[src/rtl/usb_fs_packet_tx_pkg.sv]
// usb_fs_packet_tx_pkg: shared constants, line encodings, states and CRC16 step for the FS packet transmitter
package usb_fs_packet_tx_pkg;
  localparam int CLKS_PER_BIT_DEF = 10;
  localparam int STUFF_LIMIT_DEF = 6;
  localparam logic [7:0] PID_ACK = 8'hD2;
  localparam logic [7:0] PID_NAK = 8'h5A;
  localparam logic [7:0] PID_DATA0 = 8'hC3;
  localparam logic [7:0] PID_DATA1 = 8'h4B;
  localparam logic [7:0] SYNC_BYTE = 8'h80;
  localparam logic [15:0] CRC16_INIT = 16'hFFFF;
  localparam logic [15:0] CRC16_POLY = 16'hA001;
  localparam logic [1:0] LINE_J = 2'b10;
  localparam logic [1:0] LINE_K = 2'b01;
  localparam logic [1:0] LINE_SE0 = 2'b00;
  typedef enum logic [2:0] {
    ST_IDLE, ST_SYNC, ST_PID, ST_DATA, ST_CRC_LO, ST_CRC_HI, ST_EOP_SE0, ST_EOP_J
  } state_t;
  typedef enum logic [1:0] {SYM_BIT, SYM_SE0, SYM_J, SYM_END} sym_t;
  function automatic logic [15:0] crc16_step(input logic [15:0] crc, input logic b);
    return (crc >> 1) ^ ((crc[0] ^ b) ? CRC16_POLY : 16'h0000);
  endfunction
endpackage

[src/rtl/usb_fs_packet_tx_bit.sv]
// usb_tx_bit_engine: bit timing, stuff insertion and NRZI line register
module usb_tx_bit_engine
  import usb_fs_packet_tx_pkg::*;
#(
  parameter int CLKS_PER_BIT = CLKS_PER_BIT_DEF,
  parameter int STUFF_LIMIT = STUFF_LIMIT_DEF
) (
  input  logic       useClk,
  input  logic       resetN,
  input  logic       i_start,
  input  logic [1:0] i_sym,
  input  logic       i_bit,
  output logic       o_take,
  output logic       o_oe,
  output logic       o_dp,
  output logic       o_dm
);
  localparam int CW = $clog2(CLKS_PER_BIT);
  localparam int OW = $clog2(STUFF_LIMIT + 1);
  localparam logic [CW-1:0] CNT_LAST = CW'(CLKS_PER_BIT - 1);
  localparam logic [OW-1:0] ONES_MAX = OW'(STUFF_LIMIT);
  logic [CW-1:0] r_cnt;
  logic [OW-1:0] r_ones;
  logic r_active;
  logic [1:0] r_line;
  logic w_load, w_stuff;
  assign w_load = r_active && r_cnt == CNT_LAST;
  assign w_stuff = w_load && r_ones == ONES_MAX;
  assign o_take = w_load && !w_stuff;
  assign o_oe = r_active;
  assign o_dp = r_line[1];
  assign o_dm = r_line[0];
  // start puts the first SYNC bit (a 0, hence K) on the line in the same edge
  always_ff @(posedge useClk) begin
    if (!resetN) begin
      r_cnt <= '0;
      r_ones <= '0;
      r_active <= 1'b0;
      r_line <= LINE_J;
    end else if (i_start) begin
      r_cnt <= '0;
      r_ones <= '0;
      r_active <= 1'b1;
      r_line <= LINE_K;
    end else if (r_active) begin
      r_cnt <= w_load ? '0 : r_cnt + 1'b1;
      if (w_stuff) begin
        r_line <= ~r_line;
        r_ones <= '0;
      end else if (o_take) begin
        r_line <= i_sym == SYM_BIT ? (i_bit ? r_line : ~r_line) : i_sym == SYM_SE0 ? LINE_SE0 : LINE_J;
        r_ones <= (i_sym == SYM_BIT && i_bit) ? r_ones + 1'b1 : '0;
        r_active <= i_sym != SYM_END;
      end
    end
  end
endmodule

[src/rtl/usb_fs_packet_tx.sv]
// usb_fs_packet_tx: full-speed USB packet transmitter (SYNC, PID, data, CRC16, EOP)
module usb_fs_packet_tx
  import usb_fs_packet_tx_pkg::*;
#(
  parameter int CLKS_PER_BIT = CLKS_PER_BIT_DEF,
  parameter int STUFF_LIMIT = STUFF_LIMIT_DEF
) (
  input  logic       useClk,
  input  logic       resetN,
  input  logic       txStart,
  input  logic [7:0] txPid,
  input  logic       txHasData,
  input  logic       txCrcEn,
  input  logic [7:0] txData,
  input  logic       txValid,
  input  logic       txLast,
  output logic       txReady,
  output logic       txBusy,
  output logic       txDone,
  output logic       txUnderrun,
  output logic       NRZI,
  output logic       NRZI_not,
  output logic       OE
);
  state_t r_state, w_state_n;
  logic [2:0] r_idx, w_idx_n;
  logic [7:0] r_pid, r_byte;
  logic [15:0] r_crc;
  logic r_last, r_has_data, r_crc_en, r_done;
  logic w_start, w_take, w_bit, w_fetch, w_underrun, w_oe;
  logic [1:0] w_sym;
  assign w_start = txStart && r_state == ST_IDLE;
  // state/idx name the next bit to hand to the engine, not the one on the line
  always_comb begin
    w_bit = 1'b0;
    w_sym = SYM_BIT;
    w_fetch = 1'b0;
    w_underrun = 1'b0;
    w_state_n = r_state;
    w_idx_n = r_idx;
    case (r_state)
      ST_SYNC: w_bit = SYNC_BYTE[r_idx];
      ST_PID: w_bit = r_pid[r_idx];
      ST_DATA: begin
        w_fetch = r_idx == 3'd0;
        w_underrun = w_fetch && !txValid;
        w_bit = w_fetch ? txData[0] : r_byte[r_idx];
        w_sym = w_underrun ? SYM_SE0 : SYM_BIT;
      end
      ST_CRC_LO: w_bit = ~r_crc[{1'b0, r_idx}];
      ST_CRC_HI: w_bit = ~r_crc[{1'b1, r_idx}];
      ST_EOP_SE0: w_sym = SYM_SE0;
      ST_EOP_J: w_sym = r_idx[0] ? SYM_END : SYM_J;
      default: ;
    endcase
    if (w_take) begin
      case (r_state)
        ST_SYNC: w_state_n = &r_idx ? ST_PID : ST_SYNC;
        ST_PID: w_state_n = &r_idx ? (r_has_data ? ST_DATA : r_crc_en ? ST_CRC_LO : ST_EOP_SE0) : ST_PID;
        ST_DATA: w_state_n = w_underrun ? ST_EOP_SE0 : (&r_idx && r_last) ? (r_crc_en ? ST_CRC_LO : ST_EOP_SE0) : ST_DATA;
        ST_CRC_LO: w_state_n = &r_idx ? ST_CRC_HI : ST_CRC_LO;
        ST_CRC_HI: w_state_n = &r_idx ? ST_EOP_SE0 : ST_CRC_HI;
        ST_EOP_SE0: w_state_n = r_idx[0] ? ST_EOP_J : ST_EOP_SE0;
        ST_EOP_J: w_state_n = r_idx[0] ? ST_IDLE : ST_EOP_J;
        default: ;
      endcase
      w_idx_n = w_underrun ? 3'd1 : (w_state_n != r_state) ? 3'd0 : r_idx + 3'd1;
    end
  end
  always_ff @(posedge useClk) begin
    if (!resetN) begin
      r_state <= ST_IDLE;
      r_idx <= 3'd0;
      r_pid <= 8'h00;
      r_byte <= 8'h00;
      r_last <= 1'b0;
      r_has_data <= 1'b0;
      r_crc_en <= 1'b0;
      r_crc <= CRC16_INIT;
      r_done <= 1'b0;
    end else begin
      r_done <= w_take && w_sym == SYM_END;
      if (w_start) begin
        r_state <= ST_SYNC;
        r_idx <= 3'd1;
        r_pid <= txPid;
        r_has_data <= txHasData;
        r_crc_en <= txCrcEn;
        r_crc <= CRC16_INIT;
      end else begin
        r_state <= w_state_n;
        r_idx <= w_idx_n;
        if (txReady) begin
          r_byte <= txData;
          r_last <= txLast;
        end
        if (w_take && r_state == ST_DATA && !w_underrun) r_crc <= crc16_step(r_crc, w_bit);
      end
    end
  end
  usb_tx_bit_engine #(.CLKS_PER_BIT(CLKS_PER_BIT), .STUFF_LIMIT(STUFF_LIMIT)) u_bit (
    .useClk(useClk),
    .resetN(resetN),
    .i_start(w_start),
    .i_sym(w_sym),
    .i_bit(w_bit),
    .o_take(w_take),
    .o_oe(w_oe),
    .o_dp(NRZI),
    .o_dm(NRZI_not)
  );
  assign txReady = w_take && w_fetch && txValid;
  assign txUnderrun = w_take && w_underrun;
  assign txDone = r_done;
  assign txBusy = w_oe;
  assign OE = w_oe;
endmodule

[config.mk]
export PLATFORM = sky130hd
export DESIGN_NAME = usb_fs_packet_tx
export DESIGN_NICKNAME = d
export VERILOG_FILES = /design/src/rtl/usb_fs_packet_tx_pkg.sv /design/src/rtl/usb_fs_packet_tx_bit.sv /design/src/rtl/usb_fs_packet_tx.sv
export SDC_FILE = /design/constraint.sdc
export NUM_CORES = 1
export LEC_CHECK = 0
export CORE_ASPECT_RATIO = 1.25
export CORE_UTILIZATION = 35
export CTS_CLUSTER_SIZE = 25
export DETAILED_ROUTE_END_ITERATION = 12
export GPL_TIMING_DRIVEN = 0
export SLEW_MARGIN = 20
export SYNTH_ARGS = -nofsm -noshare
export SYNTH_HDL_FRONTEND = slang
export SYNTH_SLANG_ARGS = --single-unit
[constraint.sdc]
create_clock -name useClk -period 5.93 [get_ports useClk]
set_input_delay 0.8895 -clock useClk [delete_from_list [all_inputs] [get_ports useClk]]
set_output_delay 0.8895 -clock useClk [all_outputs]
set_load 0.01 [all_outputs]
==> summary.log, run 1 <==
qor: routing.routed_wire_length_per_instance 14.37 um
qor: critical_path.worstPathCellList ha_1 -> and4b_1 -> clkbuf_1 -> nand2_1 -> nor2_1 -> and4b_1 -> buf_2 -> clkdlybuf4s50_1
qor: floorplanning.core 7883 um2
qor: global_route.track_usage 16.97%
qor: clock_tree.clock_tree_from_tritoncts built
qor: yosys.post_synth_instance_area 2884 um2
qor: critical_path.crit_required 5040 ps
qor: floorplanning.fp-row-count 36
qor: yosys.async_reset_ff_share 0%
qor: sta.hold_viol_final 0
qor: global_route.first_pass_grt_wire_length 11920 um
qor: global_route.grt_antenna_before_repair 0
qor: clock_tree.cts_sinks 52
qor: clock_tree.h-tree-depth 2
qor: clock_tree.post-cts-setup-buffer-count 0
qor: cells_and_area.layout_cell_share_with_drive_strength_beyond_1 8.179%
qor: yosys.post_synth_inst_count 342
qor: yosys.synth_enable_flop_cells 0
qor: routing.drt-initial-drc-count 201
qor: placement.detailed_place_hpwl 5104 um
qor: worst_hold_path.whs_path_depth 2
qor: critical_path.setup.worst_path.class flip-flop to output pin
qor: sta.fin_setup_tns 0 ps
qor: clock_tree.cts.path.max_buffers 2
qor: cells_and_area.layout.filler_cells 801
qor: floorplanning.floorplan.die.width 83.19 um
qor: power.power_per_cell_area 192.8 nW/um2
qor: placement.final_replace_weighted_congestion 0.8547
qor: sta.min_period 3753 ps
qor: routing.vias_per_cell 5.460
qor: yosys.yosysTopAreaCell sky130_fd_sc_hd__dfxtp_1
qor: critical_path.r2r_cells 10
qor: worst_hold_path.min_from r_pid[7]
qor: cells_and_area.area.sequential 1041 um2
qor: placement.io_buffer_count 29
qor: yosys.synth.area.top_cells sky130_fd_sc_hd__dfxtp_1 (36%), sky130_fd_sc_hd__nand2_1 (8.3%), sky130_fd_sc_hd__mux2i_1 (7.3%), sky130_fd_sc_hd__ha_1 (4.3%), sky130_fd_sc_hd__a21oi_1 (4.2%)
qor: clock_tree.cts-buffers-inserted 5
qor: cells_and_area.multi_input_comb_area 1677 um2
qor: worst_hold_path.holdPathEnd r_pid[7]
qor: routing.drtPass1Iterations 4
qor: routing.antenna_left 0
qor: worst_hold_path.worstHoldPathType flip-flop to flip-flop
qor: placement.worst_setup_slack_post_dpl 2494 ps
qor: sta.postLayoutSetupSlackWorst 2177 ps
qor: floorplanning.die_area 8609 um2
qor: critical_path.cp.arrival 2860 ps
qor: critical_path.critical_path.slowest_cell sky130_fd_sc_hd__clkdlybuf4s50_1
qor: critical_path.setup.worst_path.end_class output pin
qor: yosys.synth_fp_nets 375
qor: cells_and_area.final_util 42.97%
qor: sta.slew-limit-headroom 45.89%
qor: clock_tree.hold_fix_buffers_at_cts 0
qor: run.maxCapViolCount 0
qor: power.total_leakage_power 0.001259 uW
qor: yosys.postSynth.topFlopCell sky130_fd_sc_hd__dfxtp_1
qor: cells_and_area.area.growth.synth_to_final 17.44%
qor: yosys.yosys_top_cell_area_share 36.10%
qor: yosys.synth.ff_latch_count 52
qor: global_route.grt_overflow_total 0
qor: cells_and_area.nets 411
qor: routing.via_count 2588
qor: sta.finalSetupViolations 0
qor: critical_path.critPathMaxFanout 10
qor: routing.route.detailed.drc 0
qor: routing.wirelength 6810 um
qor: sta.worstMarginPinSlew 800.4 ps
qor: sta.timing.final.max_slew_violations 0
qor: clock_tree.ctsResizeCount 0
qor: yosys.syn-mean-instance-area 8.433 um2
qor: sta.min_period_over_period 63.29%
qor: placement.postPlaceCellArea 3293 um2
qor: yosys.number_of_distinct_library_cells_after_synthesis 57
qor: yosys.yosysSeqAreaShare 36.10%
qor: global_route.largest_net_degree_at_the_start_of_global_routing 16
qor: critical_path.worstReg2RegStart r_state[1]
qor: sta.setup_repair_after_global_routing_missed_its_margin no
qor: critical_path.rrSetupSlack 2470 ps
qor: critical_path.cpMostUsedCell sky130_fd_sc_hd__and4b_1
qor: clock_tree.insertion_delay 300 ps
qor: yosys.yosys_warnings 0
qor: critical_path.slowest_delay 600 ps
qor: outcome.status finished clean
qor: cells_and_area.post-route-cell-area 3387 um2
qor: power.fin_total_pwr 653.1 uW
qor: cells_and_area.num_antenna_cells 0
qor: critical_path.worstSetupStartpointType flip-flop
qor: clock_tree.cts.clk_slew.worst_paths 90 ps
qor: power.peakVddDrop 119.8 uV
qor: floorplanning.dieHeight 103.5 um
qor: floorplanning.initial_utilization 36.59%
qor: sta.timing.fmax 266.4 MHz
qor: clock_tree.cts_root_buf sky130_fd_sc_hd__clkbuf_8
qor: sta.final.setup_skew 11.07 ps
qor: floorplanning.io-pin-count 30
qor: global_route.grt_pass1_vias 2445
qor: critical_path.worstReg2RegEnd r_idx[0]
==> cell families (layout without fill, tap and decap cells) <==
family / count (synthesis) / in the layout / synth area share (%)
flip-flops: 52 / 52 / 36.10
AO/OA/AOI/OAI: 64 / 64 / 14.88
multiplexers: 27 / 27 / 11.32
buffers and inverters: 32 / 69 / 5.770
adder cells (fa/ha/maj): 10 / 10 / 4.338
XOR/XNOR: 6 / 6 / 1.822
AND/OR/NAND/NOR: 151 / 151 / 25.77
==> cells in the final DEF (no fill, tap or decap), types with 5 or more instances in the layout <==
cell type                         count
sky130_fd_sc_hd__ha_1                10
sky130_fd_sc_hd__mux2i_1             21
sky130_fd_sc_hd__dfxtp_1             52
sky130_fd_sc_hd__nor3_1               7
sky130_fd_sc_hd__clkbuf_8             6
sky130_fd_sc_hd__buf_4                5
sky130_fd_sc_hd__nor2_1              26
sky130_fd_sc_hd__inv_1                6
sky130_fd_sc_hd__a21oi_1             24
sky130_fd_sc_hd__clkdlybuf4s50_1     29
sky130_fd_sc_hd__nand2_1             64
sky130_fd_sc_hd__clkbuf_1            15
sky130_fd_sc_hd__o21ai_1              8
sky130_fd_sc_hd__nand3_1             24
==> sequential cells by signal, indices dropped and copies added, names as in the netlist, 2 cells and up <==
name,cells
r_byte,8
r_pid,8
r_crc,16
r_idx,3
u_bit.r_line,2
u_bit.r_cnt,4
r_state,3
u_bit.r_ones,3
==> worst max-delay path by stage <==
stage	startpoint	to	slack, ps	cells past startpoint
3_5_place_dp	txValid	txUnderrun	2490	5
4_1_cts	u_bit.r_cnt[0]	txReady	2170	8
6_report	u_bit.r_cnt[0]	txReady	2180	8
2_1_floorplan	r_state[1]	r_idx[0]	3120	10
3_3_place_gp	txValid	txUnderrun	2440	5
5_1_grt	u_bit.r_cnt[0]	txReady	1980	8
==> routing by layer <==
metal  up-vias  track usage [%]  wire (um)
met2        61            29.13       3228
met1      1230            22.59       3170
met5         -                0          0
met4         0            4.642        138
li1       1284                -          -
met3        13            2.302        274
==> metrics by stage <==
| step | cells | hold slack (ps) |
|---|---|---|
| finish | 474 | 458.6 |
| global route | 474 | 484.9 |
| CTS | 474 | 463.7 |
| detailed placement | 466 | 450.0 |
| global placement | 466 | 443.0 |
| floorplan | 342 | 435.7 |
==> final cells by class <==
class	instances	share of cell area [%]
Clock buffer	7	2.549
Multi-Input combinational cell	258	49.50
Sequential cell	52	30.74
Clock inverter	1	0.2216
Tap cell	95	3.509
Timing Repair Buffer	29	8.570
Inverter	9	1.404
Buffer	23	3.509
==> cell usage after synthesis, types with 2 or more instances <==
cell                       number
sky130_fd_sc_hd__a211oi_1       4
sky130_fd_sc_hd__a21o_1         2
sky130_fd_sc_hd__a21oi_1       24
sky130_fd_sc_hd__a22oi_1        3
sky130_fd_sc_hd__a31oi_1        4
sky130_fd_sc_hd__a32o_1         2
sky130_fd_sc_hd__and3b_1        2
sky130_fd_sc_hd__and4b_1        2
sky130_fd_sc_hd__buf_2          2
sky130_fd_sc_hd__buf_4          5
sky130_fd_sc_hd__clkbuf_1      14
sky130_fd_sc_hd__dfxtp_1       52
sky130_fd_sc_hd__ha_1          10
sky130_fd_sc_hd__inv_1          6
sky130_fd_sc_hd__inv_2          2
sky130_fd_sc_hd__mux2i_1       21
sky130_fd_sc_hd__mux4_2         4
sky130_fd_sc_hd__nand2_1       64
sky130_fd_sc_hd__nand2b_1       2
sky130_fd_sc_hd__nand3_1       24
sky130_fd_sc_hd__nand4_1        4
sky130_fd_sc_hd__nor2_1        26
sky130_fd_sc_hd__nor2b_1        3
sky130_fd_sc_hd__nor3_1         7
sky130_fd_sc_hd__nor3b_1        2
sky130_fd_sc_hd__nor4b_1        3
sky130_fd_sc_hd__o211ai_1       3
sky130_fd_sc_hd__o21ai_0        2
sky130_fd_sc_hd__o21ai_1        8
sky130_fd_sc_hd__o31ai_1        2
sky130_fd_sc_hd__o32ai_1        2
sky130_fd_sc_hd__or3b_1         2
sky130_fd_sc_hd__xnor2_1        3
sky130_fd_sc_hd__xor2_1         3
==> worst max-delay path: cells and delay by family (launching register included) <==
kind	cells	cell delay, ps
buf+inv	3	1170
flops	1	400
fa+ha+maj	1	200
simple gates	4	800
==> power breakdown <==
part | internal (uW) | switching (uW) | total (uW)
sequential | 357 | 5.69 | 362
combinational | 38.3 | 40.2 | 78.5
clock | 95.2 | 117 | 212
total | 490 | 163 | 653
No activity file was read; power rests on OpenSTA's default activity.
==> inputs of run 2 (changes only) <==
Clock period 5.93 ns to 3.25 ns, I/O delays scaled along.
==> summary.log, run 2 (synthesis results as in run 1) <==
qor: clock_tree.insertion_delay 300 ps [about the same]
qor: power.peakVddDrop 218.7 uV [+82%]
qor: routing.top_layer met4
qor: sta.worstMarginPinSlew 795.9 ps [-4.480 ps]
qor: global_route.grt_overflow_total 0 [unchanged]
qor: critical_path.critPathMaxFanout 10 [unchanged]
qor: routing.vias_per_cell 5.400 [-1.1%]
qor: run.maxCapViolCount 0 [unchanged]
qor: clock_tree.post-cts-setup-buffer-count 0 [unchanged]
qor: floorplanning.dieHeight 103.5 um [unchanged]
qor: clock_tree.h-tree-depth 2 [unchanged]
qor: placement.detailed_place_hpwl 5104 um [unchanged]
qor: global_route.first_pass_grt_wire_length 11900 um [-0.12%]
qor: cells_and_area.final_common_cell sky130_fd_sc_hd__nand2_1
qor: routing.met2_length 3240 um [+0.37%]
qor: critical_path.cp.buffers_inverters 2 [-1]
qor: global_route.grt_pass1_vias 2446 [+0.041%]
qor: sta.min_period_over_period 94.81%
qor: routing.wirelength 6814 um [about the same]
qor: sta.hold_viol_final 0 [unchanged]
qor: sta.fin_setup_tns 0 ps [unchanged]
qor: global_route.grt_antenna_before_repair 0 [unchanged]
qor: sta.timing.fmax 324.5 MHz
qor: clock_tree.cts-buffers-inserted 5 [unchanged]
qor: sta.timing.final.max_slew_violations 0 [unchanged]
qor: critical_path.critical_path.slowest_cell sky130_fd_sc_hd__clkdlybuf4s50_1
qor: cells_and_area.flip_flop_count_of_the_largest_register_after_layout 16 [unchanged]
qor: cells_and_area.top_register r_crc
qor: routing.route.met3.wl 243 um [-11%]
qor: critical_path.slowest_delay 570 ps [-30 ps]
qor: clock_tree.hold_fix_buffers_at_cts 0 [unchanged]
qor: routing.via_count 2554 [-1.3%]
qor: sta.slew-limit-headroom 46.19% [+0.30 points]
qor: global_route.track_usage 16.96% [-0.017 points]
qor: critical_path.crit_required 2760 ps [-2280 ps]
qor: floorplanning.die_area 8609 um2 [unchanged]
qor: power.power_per_cell_area 351.0 nW/um2 [+82%]
qor: clock_tree.cts.clk_slew.worst_paths 90 ps [about the same]
qor: cells_and_area.num_antenna_cells 0 [unchanged]
qor: critical_path.path_delay_family simple AND/OR/NAND/NOR gates
qor: routing.antenna_left 0 [unchanged]
qor: routing.drt-initial-drc-count 244 [+21%]
qor: floorplanning.initial_utilization 36.59% [unchanged]
qor: cells_and_area.layout_cell_share_with_drive_strength_beyond_1 9.259% [+1.1 points]
qor: cells_and_area.nets 410 [-0.24%]
qor: global_route.largest_net_degree_at_the_start_of_global_routing 16 [unchanged]
qor: sta.min_period 3081 ps
qor: placement.postPlaceCellArea 3293 um2 [unchanged]
qor: clock_tree.cts_sinks 52 [unchanged]
qor: placement.io_buffer_count 29 [unchanged]
qor: cells_and_area.area.growth.synth_to_final 17.83%
qor: cells_and_area.final_util 43.11% [+0.14 points]
qor: critical_path.worstPathCellList ha_1 -> and4b_2 -> nand2_1 -> nor2_1 -> and4b_1 -> clkbuf_4 -> clkdlybuf4s50_1
qor: sta.finalSetupViolations 0 [unchanged]
qor: critical_path.worstSetupStartpointType flip-flop
qor: cells_and_area.layout.cells.most_common_list sky130_fd_sc_hd__nand2_1 (64), sky130_fd_sc_hd__dfxtp_1 (52), sky130_fd_sc_hd__clkdlybuf4s50_1 (29)
qor: critical_path.setup.worst_path.class flip-flop to output pin
qor: routing.route.layer.met1.wl 3231 um [+1.9%]
qor: clock_tree.clock_tree_from_tritoncts built
qor: clock_tree.cts_root_buf sky130_fd_sc_hd__clkbuf_8
qor: floorplanning.core 7883 um2 [unchanged]
qor: critical_path.setup.worst_path.end_class output pin
qor: cells_and_area.reg.largest.list r_crc x16, r_byte x8, r_pid x8
qor: clock_tree.cts.path.max_buffers 2 [unchanged]
qor: outcome.status finished clean
qor: routing.route.detailed.drc 0 [unchanged]
qor: worst_hold_path.worstHoldPathType flip-flop to flip-flop
qor: placement.worst_setup_slack_post_dpl -172.3 ps [-2666 ps]
qor: routing.routed_wire_length_per_instance 14.41 um [+0.27%]
qor: sta.postLayoutSetupSlackWorst 168.6 ps [-2008 ps]
qor: cells_and_area.post-route-cell-area 3398 um2 [+0.33%]
qor: power.total_leakage_power 0.001262 uW [+0.26%]
qor: sta.setup_repair_after_global_routing_missed_its_margin no
qor: power.fin_total_pwr 1193 uW [+83%]
qor: floorplanning.io-pin-count 30 [unchanged]
qor: critical_path.cp.arrival 2590 ps [-270 ps]
qor: floorplanning.floorplan.die.width 83.19 um [unchanged]
qor: floorplanning.fp-row-count 36 [unchanged]
qor: routing.drtPass1Iterations 4 [unchanged]
qor: placement.final_replace_weighted_congestion 0.8547 [unchanged]
qor: sta.final.setup_skew 10.39 ps [-0.6839 ps]
## run 2: area by class of cell
cell class	count	area, um2
Timing Repair Buffer	29	290.3
Clock buffer	7	86.33
Inverter	9	47.55
Clock inverter	1	7.507
Buffer	22	118.9
Multi-Input combinational cell	258	1688
Sequential cell	52	1041
Fill cell	804	4484
Tap cell	95	118.9
## run 2: final timing paths
path,start,to,slack (ps),cells past startpoint
worst min register to register,r_pid[7],r_pid[7],460,2
worst min-delay path,r_pid[7],r_pid[7],460,2
worst max-delay path,u_bit.r_cnt[0],txReady,170,7
worst max register to register,r_state[1],r_idx[0],290,10
## run 2: power breakdown
group	internal, uW	total [uW]	switching (uW)
Sequential	651	661	10.5
Combinational	70.2	144	73.7
Clock	174	388	214
## run 2: repair_timing
action,CTS,global route
hold endpoints to repair,0,0
gates resized for setup,1,5
setup endpoints to repair,4,5
## run 2: through the flow
| step | hold slack [ps] | instances |
|---|---|---|
| 4_1_cts | 463.7 | 473 |
| 3_5_place_dp | 450.0 | 466 |
| 5_1_grt | 484.9 | 473 |
| 6_report | 458.6 | 473 |
| 2_1_floorplan | 435.7 | 342 |
| 3_3_place_gp | 443.0 | 466 |
## run 2: layer usage
layer	vias up	global-route usage [%]
li1	1280	-
met1	1207	22.54
met2	58	29.13
met3	9	2.302
met4	0	4.642
met5	-	0
## run 2: worst register-to-register path, cell delays in order, from the launching register on
cell	delay, ps
sky130_fd_sc_hd__dfxtp_1	380
sky130_fd_sc_hd__clkbuf_1	340
sky130_fd_sc_hd__clkbuf_2	290
sky130_fd_sc_hd__inv_2	60
sky130_fd_sc_hd__ha_1	220
sky130_fd_sc_hd__nor3_2	410
sky130_fd_sc_hd__a31oi_1	110
sky130_fd_sc_hd__o221a_2	320
sky130_fd_sc_hd__mux2_1	330
sky130_fd_sc_hd__a211oi_2	260
sky130_fd_sc_hd__a22o_1	180
==> inputs of run 3 (changes only) <==
Settings changed: ABC_AREA from default to 1, RECOVER_POWER from default to 50.
==> summary.log, run 3 <==
qor: power.power.share.sequential 54.0% [-1.4 points]
qor: critical_path.cp.arrival 2500 ps [-90 ps]
qor: yosys.synth_fa_ha_area_share 4.234% [-0.10 points]
qor: clock_tree.cts.clk_slew.worst_paths 110 ps [+20 ps]
qor: power.total_leakage_power 0.001553 uW [+23%]
qor: global_route.grt_antenna_before_repair 0 [unchanged]
qor: floorplanning.io-pin-count 30 [unchanged]
qor: yosys.synth.cells.most_frequent sky130_fd_sc_hd__nand2_1 (86), sky130_fd_sc_hd__nand3_1 (66), sky130_fd_sc_hd__dfxtp_1 (52), sky130_fd_sc_hd__inv_1 (36), sky130_fd_sc_hd__o21ai_0 (33)
qor: floorplanning.floorplan.die.width 84.19 um [+1.2%]
qor: critical_path.r2r_cells 9 [-1]
qor: placement.final_replace_weighted_congestion 0.8969 [+4.9%]
qor: critical_path.rrSetupSlack 460 ps [+170 ps]
qor: power.peakVddDrop 258.1 uV [+18%]
qor: floorplanning.core 8194 um2 [+4.0%]
qor: sta.min_period_over_period 92.06% [-2.8 points]
qor: yosys.synthMuxAreaShare 0% [-11 points]
qor: cells_and_area.layout.filler_cells 869 [+8.1%]
qor: placement.postPlaceCellArea 3367 um2 [+2.2%]
qor: cells_and_area.layout_cell_share_with_drive_strength_beyond_1 10.40% [+1.1 points]
qor: sta.final.setup_skew 9.775 ps [-0.6100 ps]
qor: yosys.synth-xor-area-share 0.5927% [-1.2 points]
qor: routing.via_count 2891 [+13%]
qor: cells_and_area.area.growth.synth_to_final 17.74% [about the same]
qor: yosys.yosysSeqAreaShare 35.22% [-0.87 points]
qor: clock_tree.insertion_delay 320 ps [+20 ps]
qor: worst_hold_path.holdPathEnd r_pid[1]
qor: floorplanning.fp-row-count 37 [+2.8%]
qor: critical_path.critical_path.slowest_cell sky130_fd_sc_hd__clkdlybuf4s50_1
qor: yosys.syn-mean-instance-area 6.857 um2 [-19%]
qor: floorplanning.dieHeight 104.7 um [+1.2%]
qor: cells_and_area.top_register r_crc
qor: yosys.synth.most_common_cell sky130_fd_sc_hd__nand2_1
qor: cells_and_area.multi_input_comb_area 1630 um2 [-3.4%]
qor: worst_hold_path.whs_path_depth 2 [unchanged]
qor: outcome.status finished clean
qor: critical_path.worstReg2RegStart r_state[2]
qor: global_route.track_usage 18.13% [+1.2 points]
qor: clock_tree.cts_root_buf sky130_fd_sc_hd__clkbuf_8
qor: run.maxCapViolCount 0 [unchanged]
qor: critical_path.worstPathCellList ha_1 -> nand4_4 -> nor2_4 -> inv_2 -> nor2_2 -> inv_2 -> clkbuf_1 -> nor2_1 -> clkdlybuf4s50_1
qor: global_route.grt_pass1_vias 2830 [+16%]
qor: sta.min_period 2992 ps [-89.46 ps]
qor: yosys.synth_enable_flop_cells 0 [unchanged]
qor: sta.setup_repair_after_global_routing_missed_its_margin no
qor: sta.slew-limit-headroom 52.61% [+6.4 points]
qor: routing.route.detailed.drc 0 [unchanged]
qor: global_route.first_pass_grt_wire_length 12890 um [+8.3%]
qor: yosys.post_synth_instance_area 2955 um2 [+2.5%]
qor: routing.antenna_left 0 [unchanged]
qor: yosys.number_of_distinct_library_cells_after_synthesis 36 [-37%]
qor: yosys.dominant_combinational_cell_family_by_area_after_synthesis simple AND/OR/NAND/NOR gates
qor: cells_and_area.final_util 42.46% [-0.65 points]
qor: cells_and_area.final_cells 568 [+20%]
qor: yosys.synth.area.top_cells sky130_fd_sc_hd__dfxtp_1 (35%), sky130_fd_sc_hd__nand3_1 (11%), sky130_fd_sc_hd__nand2_1 (11%), sky130_fd_sc_hd__o21ai_0 (5.6%), sky130_fd_sc_hd__a21oi_1 (5.4%)
qor: cells_and_area.reg.largest.list r_crc x16, r_byte x8, r_pid x8
qor: cells_and_area.num_antenna_cells 0 [unchanged]
qor: sta.timing.fmax 334.2 MHz [+3.0%]
qor: critical_path.setup.worst_path.end_class output pin
qor: routing.drtPass1Iterations 4 [unchanged]
qor: sta.worstMarginPinSlew 708.2 ps [-87.66 ps]
qor: cells_and_area.area.sequential 1041 um2 [unchanged]
qor: yosys.synth.ff_latch_count 52 [unchanged]
qor: yosys.yosys_warnings 0 [unchanged]
qor: cells_and_area.post-route-cell-area 3480 um2 [+2.4%]
qor: power.power.combinational.fraction 13.7% [+1.6 points]
qor: clock_tree.cts_sinks 52 [unchanged]
qor: routing.drt-initial-drc-count 158 [-35%]
qor: worst_hold_path.worstHoldPathType flip-flop to flip-flop
qor: critical_path.cpMostUsedCell sky130_fd_sc_hd__inv_2
qor: critical_path.critPathMaxFanout 10 [unchanged]
qor: critical_path.setup.worst_path.class flip-flop to output pin
qor: floorplanning.die_area 8818 um2 [+2.4%]
qor: yosys.synth_fp_nets 464 [+24%]
qor: yosys.synthesized_area_fraction_occupied_by_ao_oa_aoi_and_oai_cells 14.06% [-0.82 points]
qor: yosys.postSynth.topFlopCell sky130_fd_sc_hd__dfxtp_1
qor: clock_tree.clock_tree_from_tritoncts built
qor: power.internal-power 882.2 uW [-1.4%]
qor: power.power_per_cell_area 353.6 nW/um2 [+0.72%]
qor: yosys.yosys_top_cell_area_share 35.22% [-0.87 points]
qor: critical_path.worstSetupStartpointType flip-flop
qor: clock_tree.cts-buffers-inserted 5 [unchanged]
qor: sta.hold_viol_final 0 [unchanged]
qor: power.net_switching_power 348.1 uW [+17%]
qor: power.power.clock.fraction 32.3% [-0.2 points]
qor: power.p_sw_share 28.29% [+3.3 points]
qor: sta.postLayoutSetupSlackWorst 258.1 ps [+89.46 ps]
qor: yosys.post_synth_inst_count 431 [+26%]
qor: placement.detailed_place_hpwl 5497 um [+7.7%]
qor: global_route.largest_net_degree_at_the_start_of_global_routing 19 [+3]
qor: sta.timing.final.max_slew_violations 0 [unchanged]
qor: yosys.yosysTopAreaCell sky130_fd_sc_hd__dfxtp_1
qor: clock_tree.cts.path.max_buffers 2 [unchanged]
qor: cells_and_area.nets 503 [+23%]
qor: cells_and_area.layout.cells.most_common_list sky130_fd_sc_hd__nand2_1 (86), sky130_fd_sc_hd__nand3_1 (65), sky130_fd_sc_hd__dfxtp_1 (52)
qor: routing.vias_per_cell 5.090 [-5.7%]
qor: sta.fin_setup_tns 0 ps [unchanged]
qor: worst_hold_path.min_from r_pid[1]
qor: placement.io_buffer_count 29 [unchanged]
qor: yosys.simple_gate_fraction_of_synth_area 36.20% [+10 points]
qor: cells_and_area.final_common_cell sky130_fd_sc_hd__nand2_1
qor: placement.dp.cells 557 [+20%]
qor: global_route.grt_overflow_total 0 [unchanged]
qor: clock_tree.h-tree-depth 2 [unchanged]
qor: cells_and_area.flip_flop_count_of_the_largest_register_after_layout 16 [unchanged]
qor: yosys.async_reset_ff_share 0% [unchanged]
qor: placement.worst_setup_slack_post_dpl 428.0 ps [+600.3 ps]
qor: routing.wirelength 7251 um [+6.4%]
qor: sta.finalSetupViolations 0 [unchanged]
qor: clock_tree.hold_fix_buffers_at_cts 0 [unchanged]
qor: floorplanning.initial_utilization 36.07% [-0.52 points]
qor: critical_path.crit_required 2760 ps [about the same]
qor: critical_path.slowest_delay 550 ps [-20 ps]
qor: critical_path.worstReg2RegEnd r_state[2]
qor: routing.routed_wire_length_per_instance 12.77 um [-11%]
## run 3: cells by family after synthesis
kind of cell / count (synthesis)
AND/OR/NAND/NOR: 222
AO/OA/AOI/OAI: 79
buffers and inverters: 66
flip-flops: 52
adder cells (fa/ha/maj): 10
XOR/XNOR: 2
## run 3: cell type report
| cell class | instances | share of cell area (%) |
|---|---|---|
| multi-input combinational | 313 | 46.85 |
| sequential | 52 | 29.92 |
| timing repair buffer | 32 | 8.990 |
| inverter | 48 | 5.250 |
| tap | 97 | 3.488 |
| buffer | 18 | 2.733 |
| clock buffer | 5 | 1.978 |
| clock inverter | 3 | 0.7911 |
## run 3: power by group through the flow
stage                     logic [uW]  clock network (uW)  registers (uW)
after floorplan                  104                   0             679
after global placement           169                   0             679
after detailed placement         171                   0             679
after CTS                        171                 409             665
after global routing             191                 438             667
final                            168                 397             665
## run 3: worst max-delay path by stage
stage              startpoint         end  slack, ps  depth (start not counted)
2_1_floorplan  u_bit.r_cnt[0]  txUnderrun       1280                          8
6_report       u_bit.r_cnt[0]  txUnderrun        260                          9
5_1_grt        u_bit.r_cnt[0]  txUnderrun         30                          9
4_1_cts              r_idx[0]     txReady         70                          6
3_3_place_gp          txValid     txReady        430                          4
3_5_place_dp          txValid     txReady        430                          4
## run 3: worst max-delay path: cells and delay by family, from the launching register on
family	cells	cell delay [ps]
buffers and inverters	4	940
and+or+nand+nor	4	650
DFF	1	390
adders and majority gates	1	210
## run 3: per-stage QoR
| step | total power (uW) | hold WS [ps] |
|---|---|---|
| floorplan | 782.9 | 428.6 |
| global placement | 848.3 | 441.8 |
| detailed placement | 850.4 | 449.3 |
| CTS | 1245 | 464.0 |
| global route | 1296 | 487.5 |
| finish | 1230 | 461.9 |
## run 3: repair_timing
item                       CTS  global route
gates resized for setup      0             2
setup endpoints to repair    0             2
setup buffers                0             3
## run 3: metal layers
metal  GRT usage, %  vias to the layer above  routed length (um)
li1               -                     1510                   -
met1          21.58                     1313                3297
met2          32.08                       55                3552
met3          3.239                       13                 232
met4          7.020                        0                 169
met5              0                        -                   0
